### src/rtl/ddr3_pg_arbiter.sv
// Round-robin arbiter sharing the DDR3 page-transfer port among N_REQ requesters,
// running 4-phase handshakes on both sides with a bounded wait for pg_ack.
module ddr3_pg_arbiter #(
    parameter int unsigned N_REQ   = 2,
    parameter int unsigned ADDR_W  = 28,
    parameter int unsigned TIMEOUT = 65535
) (
    input  logic                    clk,
    input  logic                    rst_n,
    input  logic                    calib_done,
    input  logic [N_REQ-1:0]        req,
    input  logic [N_REQ-1:0]        req_optype,
    input  logic [N_REQ*ADDR_W-1:0] req_addr,
    output logic [N_REQ-1:0]        ack,
    output logic                    xfer_err,
    output logic [N_REQ-1:0]        grant,
    output logic                    pg_req,
    output logic                    pg_optype,
    output logic [ADDR_W-1:0]       pg_req_addr,
    input  logic                    pg_ack,
    output logic                    busy,
    output logic                    timeout_flag
);

    localparam int unsigned IW = (N_REQ > 1) ? $clog2(N_REQ) : 1;
    localparam int unsigned TW = (TIMEOUT > 0) ? $clog2(TIMEOUT + 1) : 1;

    typedef enum logic [1:0] {IDLE, ISSUE, RELEASE, RESP} state_t;

    state_t            state, state_nxt;
    logic              calib_meta, calib_s;
    logic              pg_ack_meta, pg_ack_s;
    logic [IW-1:0]     owner, owner_nxt;
    logic [IW-1:0]     last, last_nxt;
    logic [TW-1:0]     timer, timer_nxt, timer_inc;
    logic              xfer_err_r, xfer_err_r_nxt;
    logic [N_REQ-1:0]  ack_nxt, grant_nxt;
    logic              xfer_err_nxt, pg_req_nxt, pg_optype_nxt, busy_nxt, timeout_flag_nxt;
    logic [ADDR_W-1:0] pg_req_addr_nxt;
    logic [IW-1:0]     win, cand;
    logic              found;

    // Round-robin pick: first set req bit after the previous owner, with wrap
    always_comb begin
        win   = '0;
        cand  = '0;
        found = 1'b0;
        for (int unsigned k = 1; k <= N_REQ; k++) begin
            cand = IW'((32'(last) + k) % N_REQ);
            if (!found && req[cand]) begin
                win   = cand;
                found = 1'b1;
            end
        end
    end

    // Saturating ISSUE-cycle count; never wraps back to zero
    always_comb begin
        timer_inc = (timer == TW'(TIMEOUT)) ? timer : timer + TW'(1);
    end

    always_comb begin
        state_nxt        = state;
        owner_nxt        = owner;
        last_nxt         = last;
        timer_nxt        = timer;
        xfer_err_r_nxt   = xfer_err_r;
        ack_nxt          = ack;
        xfer_err_nxt     = xfer_err;
        grant_nxt        = grant;
        pg_req_nxt       = pg_req;
        pg_optype_nxt    = pg_optype;
        pg_req_addr_nxt  = pg_req_addr;
        timeout_flag_nxt = timeout_flag;
        case (state)
            IDLE: begin
                if (calib_s && found) begin
                    state_nxt       = ISSUE;
                    owner_nxt       = win;
                    pg_optype_nxt   = req_optype[win];
                    pg_req_addr_nxt = req_addr[32'(win) * ADDR_W +: ADDR_W];
                    grant_nxt       = N_REQ'(1) << win;
                    timer_nxt       = '0;
                    pg_req_nxt      = 1'b1;
                end
            end
            ISSUE: begin
                timer_nxt = timer_inc;
                // A late ack beats a simultaneous expiry
                if (pg_ack_s) begin
                    state_nxt      = RELEASE;
                    pg_req_nxt     = 1'b0;
                    xfer_err_r_nxt = 1'b0;
                end else if (timer_inc == TW'(TIMEOUT)) begin
                    state_nxt        = RELEASE;
                    pg_req_nxt       = 1'b0;
                    xfer_err_r_nxt   = 1'b1;
                    timeout_flag_nxt = 1'b1;
                end
            end
            RELEASE: begin
                if (!pg_ack_s) begin
                    state_nxt    = RESP;
                    ack_nxt      = grant;
                    xfer_err_nxt = xfer_err_r;
                end
            end
            RESP: begin
                if (!req[owner]) begin
                    state_nxt    = IDLE;
                    ack_nxt      = '0;
                    xfer_err_nxt = 1'b0;
                    grant_nxt    = '0;
                    last_nxt     = owner;
                end
            end
            default: state_nxt = IDLE;
        endcase
        busy_nxt = (state_nxt != IDLE);
    end

    always_ff @(posedge clk or negedge rst_n) begin
        if (!rst_n) begin
            state        <= IDLE;
            calib_meta   <= 1'b0;
            calib_s      <= 1'b0;
            pg_ack_meta  <= 1'b0;
            pg_ack_s     <= 1'b0;
            owner        <= '0;
            last         <= IW'(N_REQ - 1);
            timer        <= '0;
            xfer_err_r   <= 1'b0;
            ack          <= '0;
            xfer_err     <= 1'b0;
            grant        <= '0;
            pg_req       <= 1'b0;
            pg_optype    <= 1'b0;
            pg_req_addr  <= '0;
            busy         <= 1'b0;
            timeout_flag <= 1'b0;
        end else begin
            state        <= state_nxt;
            calib_meta   <= calib_done;
            calib_s      <= calib_meta;
            pg_ack_meta  <= pg_ack;
            pg_ack_s     <= pg_ack_meta;
            owner        <= owner_nxt;
            last         <= last_nxt;
            timer        <= timer_nxt;
            xfer_err_r   <= xfer_err_r_nxt;
            ack          <= ack_nxt;
            xfer_err     <= xfer_err_nxt;
            grant        <= grant_nxt;
            pg_req       <= pg_req_nxt;
            pg_optype    <= pg_optype_nxt;
            pg_req_addr  <= pg_req_addr_nxt;
            busy         <= busy_nxt;
            timeout_flag <= timeout_flag_nxt;
        end
    end

endmodule

### config.mk
export PLATFORM = sky130hd
export DESIGN_NAME = ddr3_pg_arbiter
export DESIGN_NICKNAME = d
export VERILOG_FILES = /design/src/rtl/ddr3_pg_arbiter.sv
export SDC_FILE = /design/constraint.sdc
export NUM_CORES = 1
export LEC_CHECK = 0
export CAP_MARGIN = 25
export CORE_MARGIN = 3
export CORE_UTILIZATION = 50
export CTS_CLUSTER_SIZE = 16
export DETAILED_ROUTE_END_ITERATION = 6
export PLACE_DENSITY = 0.95
export SYNTH_ARGS = -nofsm -noshare
export SYNTH_HDL_FRONTEND = slang
export SYNTH_SLANG_ARGS = --single-unit
### constraint.sdc
create_clock -name clk -period 4 [get_ports clk]
set_input_delay 0.8 -clock clk [delete_from_list [all_inputs] [get_ports clk]]
set_output_delay 0.8 -clock clk [all_outputs]
set_load 0.005 [all_outputs]
Word level (Yosys, flattened, before mapping)
Cells that the tools add are included.
{ "classes": {"mux": 35, "n_shift": 2, "n_reduce_logical": 17, "bitwise_logic": 2, "n_eq_ne": 9, "multipliers": 1, "add_sub_neg": 3, "order_cmp": 4} }
{ "op_table": {"columns": ["operator", "n"], "rows": [
  ["variable part select 56 x 7 -> 28 bit", 1],
  ["== test 16 bit (second input constant)", 2],
  ["2-to-1 mux 16 bit", 2],
  ["case mux 16 bit (2 select lines)", 1],
  ["2-to-1 mux 1 bit", 19],
  ["adder 16 x 1 -> 16 bit (second input constant)", 1],
  ["2-to-1 mux 2 bit", 8],
  ["AND reduction 3 bit", 4],
  ["nonzero test 2 bit", 5],
  ["less-than comparator 1 x 2 -> 1 bit (second input constant)", 4],
  ["case mux 2 bit (2 select lines)", 2],
  ["case mux 2 bit (4 select lines)", 1],
  ["AND reduction 2 bit", 4],
  ["inequality test 2 bit (second input constant)", 3],
  ["== test 2 bit (second input constant)", 2],
  ["multiplier 1 x 3 -> 4 bit (second input constant)", 1],
  ["case mux 1 bit (2 select lines)", 2],
  ["inequality test 3 bit (second input constant)", 1],
  ["adder 1 bit (second input constant)", 2],
  ["== test 2 x 1 -> 1 bit (second input constant)", 1],
  ["logical AND 1 bit", 2],
  ["logical NOT 2 bit", 1],
  ["inverter 1 bit", 2],
  ["<< shifter 1 x 1 -> 2 bit (first input constant)", 1],
  ["logical NOT 1 bit", 1]
]} }
{ "word_totals": {"inputBits": 64, "ff_bits": 62, "wordCells": 90, "output_inout_bits": 37} }

Depth between registers and ports, before layout
{ "depth": {"word_depth": 11, "depth_mapped": 9, "mapped_depth_nobuf": 7} }

Worst setup path after synthesis
No wires, ideal clock.
{ "synth_timing": {"path_type": "register to register", "start": "register timer[0]", "end": "register pg_req", "period_less_slack_ps": 2686, "t_required_ps": 3876, "path_buffers": 2, "setup_ps": 124, "setup_slack_ps": 1314, "stages_incl_launch_ff": 10, "t_arrival_ps": 2562, "cell_sequence": "dfrtp_1 -> ha_1 -> clkbuf_2 -> nand4_1 -> buf_2 -> nor4_1 -> nor3_1 -> xnor2_1 -> or3_1 -> o31a_1"} }
{ "synth_between": {"elab_chain_len": 5, "word_cells_on_any_way": 6, "cone_classes": "1 x add/sub; 3 x eq/ne; 1 x mux; 1 x reduce/logical"} }
{ "synth_lines": {"columns": ["item", "line", "source"], "rows": [
  ["start: declaration", "35", "logic [TW-1:0] timer, timer_nxt, timer_inc;"],
  ["start signal: assignment", "149", "timer <= timer_nxt;"],
  ["adder 16 x 1 -> 16 bit or == test 16 bit (tied branches)", "59", "timer_inc = (timer == TW'(TIMEOUT)) ? timer : timer + TW'(1);"],
  ["2-to-1 mux 16 bit (*)", "59", null],
  ["== test 16 bit (*)", "94", "end else if (timer_inc == TW'(TIMEOUT)) begin"],
  ["inequality test 3 bit (no source line) (*)", null, null],
  ["AND reduction 3 bit (no source line) (*)", null, null],
  ["end signal: assignment", "154", "pg_req <= pg_req_nxt;"],
  ["end: declaration", "17", "output logic pg_req,"]
]} }
Every way passes the cells marked *; elsewhere a longest branch is shown, timed or not.
A chain may end at the register's enable or synchronous reset.

Worst setup path after layout
Ends and elaborated chain as after synthesis.

==> impl_metrics.tcl <==
set metrics [dict create \
    outcome "finished clean" \
    crit_path_end_kind "register" \
    synth_edf_count 0 \
    die-area_mm2 0.007249 \
    wl_um 7813 \
    period_minus_slack_ns 2.940 \
    setup_tns_ns 0 \
    synth_fp_nets 395 \
    max_freq_mhz 340.1 \
    hold_ws_ns 0.3535 \
    drt-wirelength-per-cell_um 15.53 \
    area_growth_pct 40.19 \
    hold_path_end "pg_ack_s" \
    core-area_mm2 0.005991 \
    synth_top_area_cell "dfrtp_1" \
    grt_overflow_total 0 \
    drv_cap 0 \
    cts_resized 0 \
    grt_pass1_wl_um 13280 \
    holdBufCountCts 0 \
    fin_crit_sh_pct 73.50 \
    leakagePower_nw 1.830 \
    die_h_um 85.14 \
    port_buffers 100 \
    post-dp-hpwl_um 5848 \
    finalNetCount 488 \
    firstDrtPassIters 4 \
    setup_violations 0 \
    rsz0062_at_grt "no" \
    viasPerCell 5.640 \
    hold_path.class "reg2reg" \
    min_path_cells 0 \
    ant_nets 0 \
    gp_congestion 0.9086 \
    crit_path_top_delay_cell "or4_4" \
    critical_path_class "reg2reg" \
    synth_most_common_cell "dfrtp_1" \
    h-tree-depth 3 \
    r2r_slack_ns 1.06 \
    synth_commonest_cells "61 x dfrtp_1, 54 x nand2_1, 51 x o21ai_0, 32 x mux2i_1, 17 x clkbuf_1" \
    clkTransAtPathRegs_ns 0.07 \
    cts_tree "built" \
    rows 28 \
    cts_buffers 9 \
    async_flop_share_pct 100.0 \
    die-width_um 85.14 \
    hold_start "pg_ack_meta" \
    ff2ff_path_depth 7 \
    required_ns 4.21 \
    peakVddDrop_mv 0.3314 \
    critical-path-top-delay-family "simple AND/OR/NAND/NOR gates" \
    drc 0 \
    path_cells "ha_1 -> nand4_1 -> or4_4 -> o211ai_2 -> a32oi_1 -> or3_1 -> o31a_1" \
    cp.depth 7 \
    first_global_vias 2912 \
    powerDensity_mw_per_mm2 561.7 \
    ys_types 51 \
    total_power_mw 2.466 \
    avgSynthCellArea_um2 9.490 \
    clk_latency_ns 0.32 \
    final_layout_size_suffix_gt1_share_pct 7.477 \
    vias 2837 \
    fin_skew_ns 0.007296 \
    reg2reg_to "pg_req" \
    yosys_register_bits 62 \
    relSlewSlack_pct 44.65 \
    arrival_ns 3.15 \
    ys_seq_area_share_pct 49.58 \
    cp_slowest_stage_delay_ns 0.75 \
    syn_inst 330 \
    hold_viol 0 \
    grt_use_total_pct 22.82 \
    grt_max_degree 43 \
    maxSlewViolCount 0 \
    synth_ff_type "dfrtp_1" \
    synthTopCellsByArea "dfrtp_1 49%, mux2i_1 10%, o21ai_0 8.2%" \
    clock_sinks 62 \
    cts-root-buf "clkbuf_8" \
    clock_path_buffers 2 \
    reg2reg_from "timer[0]" \
    crit_fanout 12 \
    start_kind "register" \
    drtIter0Drc 167 \
    antenna_found_initial 0 \
    syn_area_mm2 0.003132 \
    tightest_slew_ns 0.8272 \
    yosys_warnings 0 \
    diodes 0 \
    io_pins 101 \
    synth.top_cell.area_share_pct 48.74 \
    path_buf_inv 0 \
    cts_setup_buffers 0 \
    start_util_pct 52.28 \
]
-- registers in the layout, summed over array words and instances, names as in the netlist --
register	count
timer	16
calib_s	1
ack	2
xfer_err	1
xfer_err_r	1
pg_req	1
calib_meta	1
busy	1
grant	2
last	1
owner	1
pg_ack_s	1
pg_req_addr	28
pg_ack_meta	1
state	2
pg_optype	1
timeout_flag	1
-- placed cells by master, fill, tap and decap left out, types with 3 or more instances in the layout --
master | synthesis | layout
inv_1 | 5 | 5
nand3_1 | 13 | 13
a21oi_1 | 6 | 6
nor2_1 | 12 | 12
o31ai_1 | 3 | 3
a21boi_0 | 3 | 3
a31oi_1 | 8 | 8
clkbuf_8 | 0 | 10
o21ai_0 | 51 | 51
clkdlybuf4s50_1 | 0 | 99
dfrtp_1 | 61 | 61
mux2i_1 | 32 | 32
nor4_1 | 4 | 4
buf_4 | 1 | 5
nand4_1 | 5 | 5
or3_1 | 4 | 4
nand2_1 | 54 | 54
nor3_1 | 5 | 5
-- through the flow --
stage	util (%)	setup WS, ns	std cells	instance area [um2]
after floorplan	-	1.314	330	3132
after global placement	69.61	1.151	486	4170
after detailed placement	69.61	1.101	486	4170
after CTS	72.95	1.084	502	4370
after global routing	73.29	0.8223	503	4390
final	73.29	1.060	503	4390
-- logic make-up after synthesis --
logic type,share of synthesized area (%)
simple gates,17.42
compound gates,17.58
flops,49.58
mux,10.95
buf+inv,3.795
xor+xnor,0.2797
fa+ha+maj,0.3995
-- cell type report --
type                            instances  area [um2]
Fill cell                             427        1600
Sequential cell                        62        1553
Multi-Input combinational cell        239        1471
Timing Repair Buffer                  106        1054
Clock buffer                           11       141.4
Tap cell                               75       93.84
Clock inverter                          5       58.81
Inverter                                5       18.77
-- where the power goes --
part,switching [mW],internal [mW]
combinational,0.422,0.518
sequential,0.152,0.835
clock,0.234,0.305
-- worst reg2reg max path: cells and delay by family, from the launching register on --
family	cells	cell delay [ns]
simple gates	3	1.57
compound gates	3	0.52
flops	1	0.42
fa+ha+maj	1	0.33
-- layer usage --
metal  global-route usage [%]  part of all wire (%)  vias to the layer above
met2                    39.19                    51                       97
met4                    8.489                   1.5                        0
met1                    27.59                    40                     1356
li1                         -                     -                     1374
met3                    5.825                   6.9                       10
met5                        0                     0                        -
-- worst max-delay path by stage --
stage | from | slack (ns) | to
CTS | timer[0] | 1.08 | pg_req
global route | timer[0] | 0.82 | pg_req
floorplan | timer[0] | 1.31 | pg_req
finish | timer[0] | 1.06 | pg_req
detailed placement | timer[0] | 1.10 | pg_req
global placement | timer[0] | 1.15 | pg_req
(Power assumes the default switching activity.)
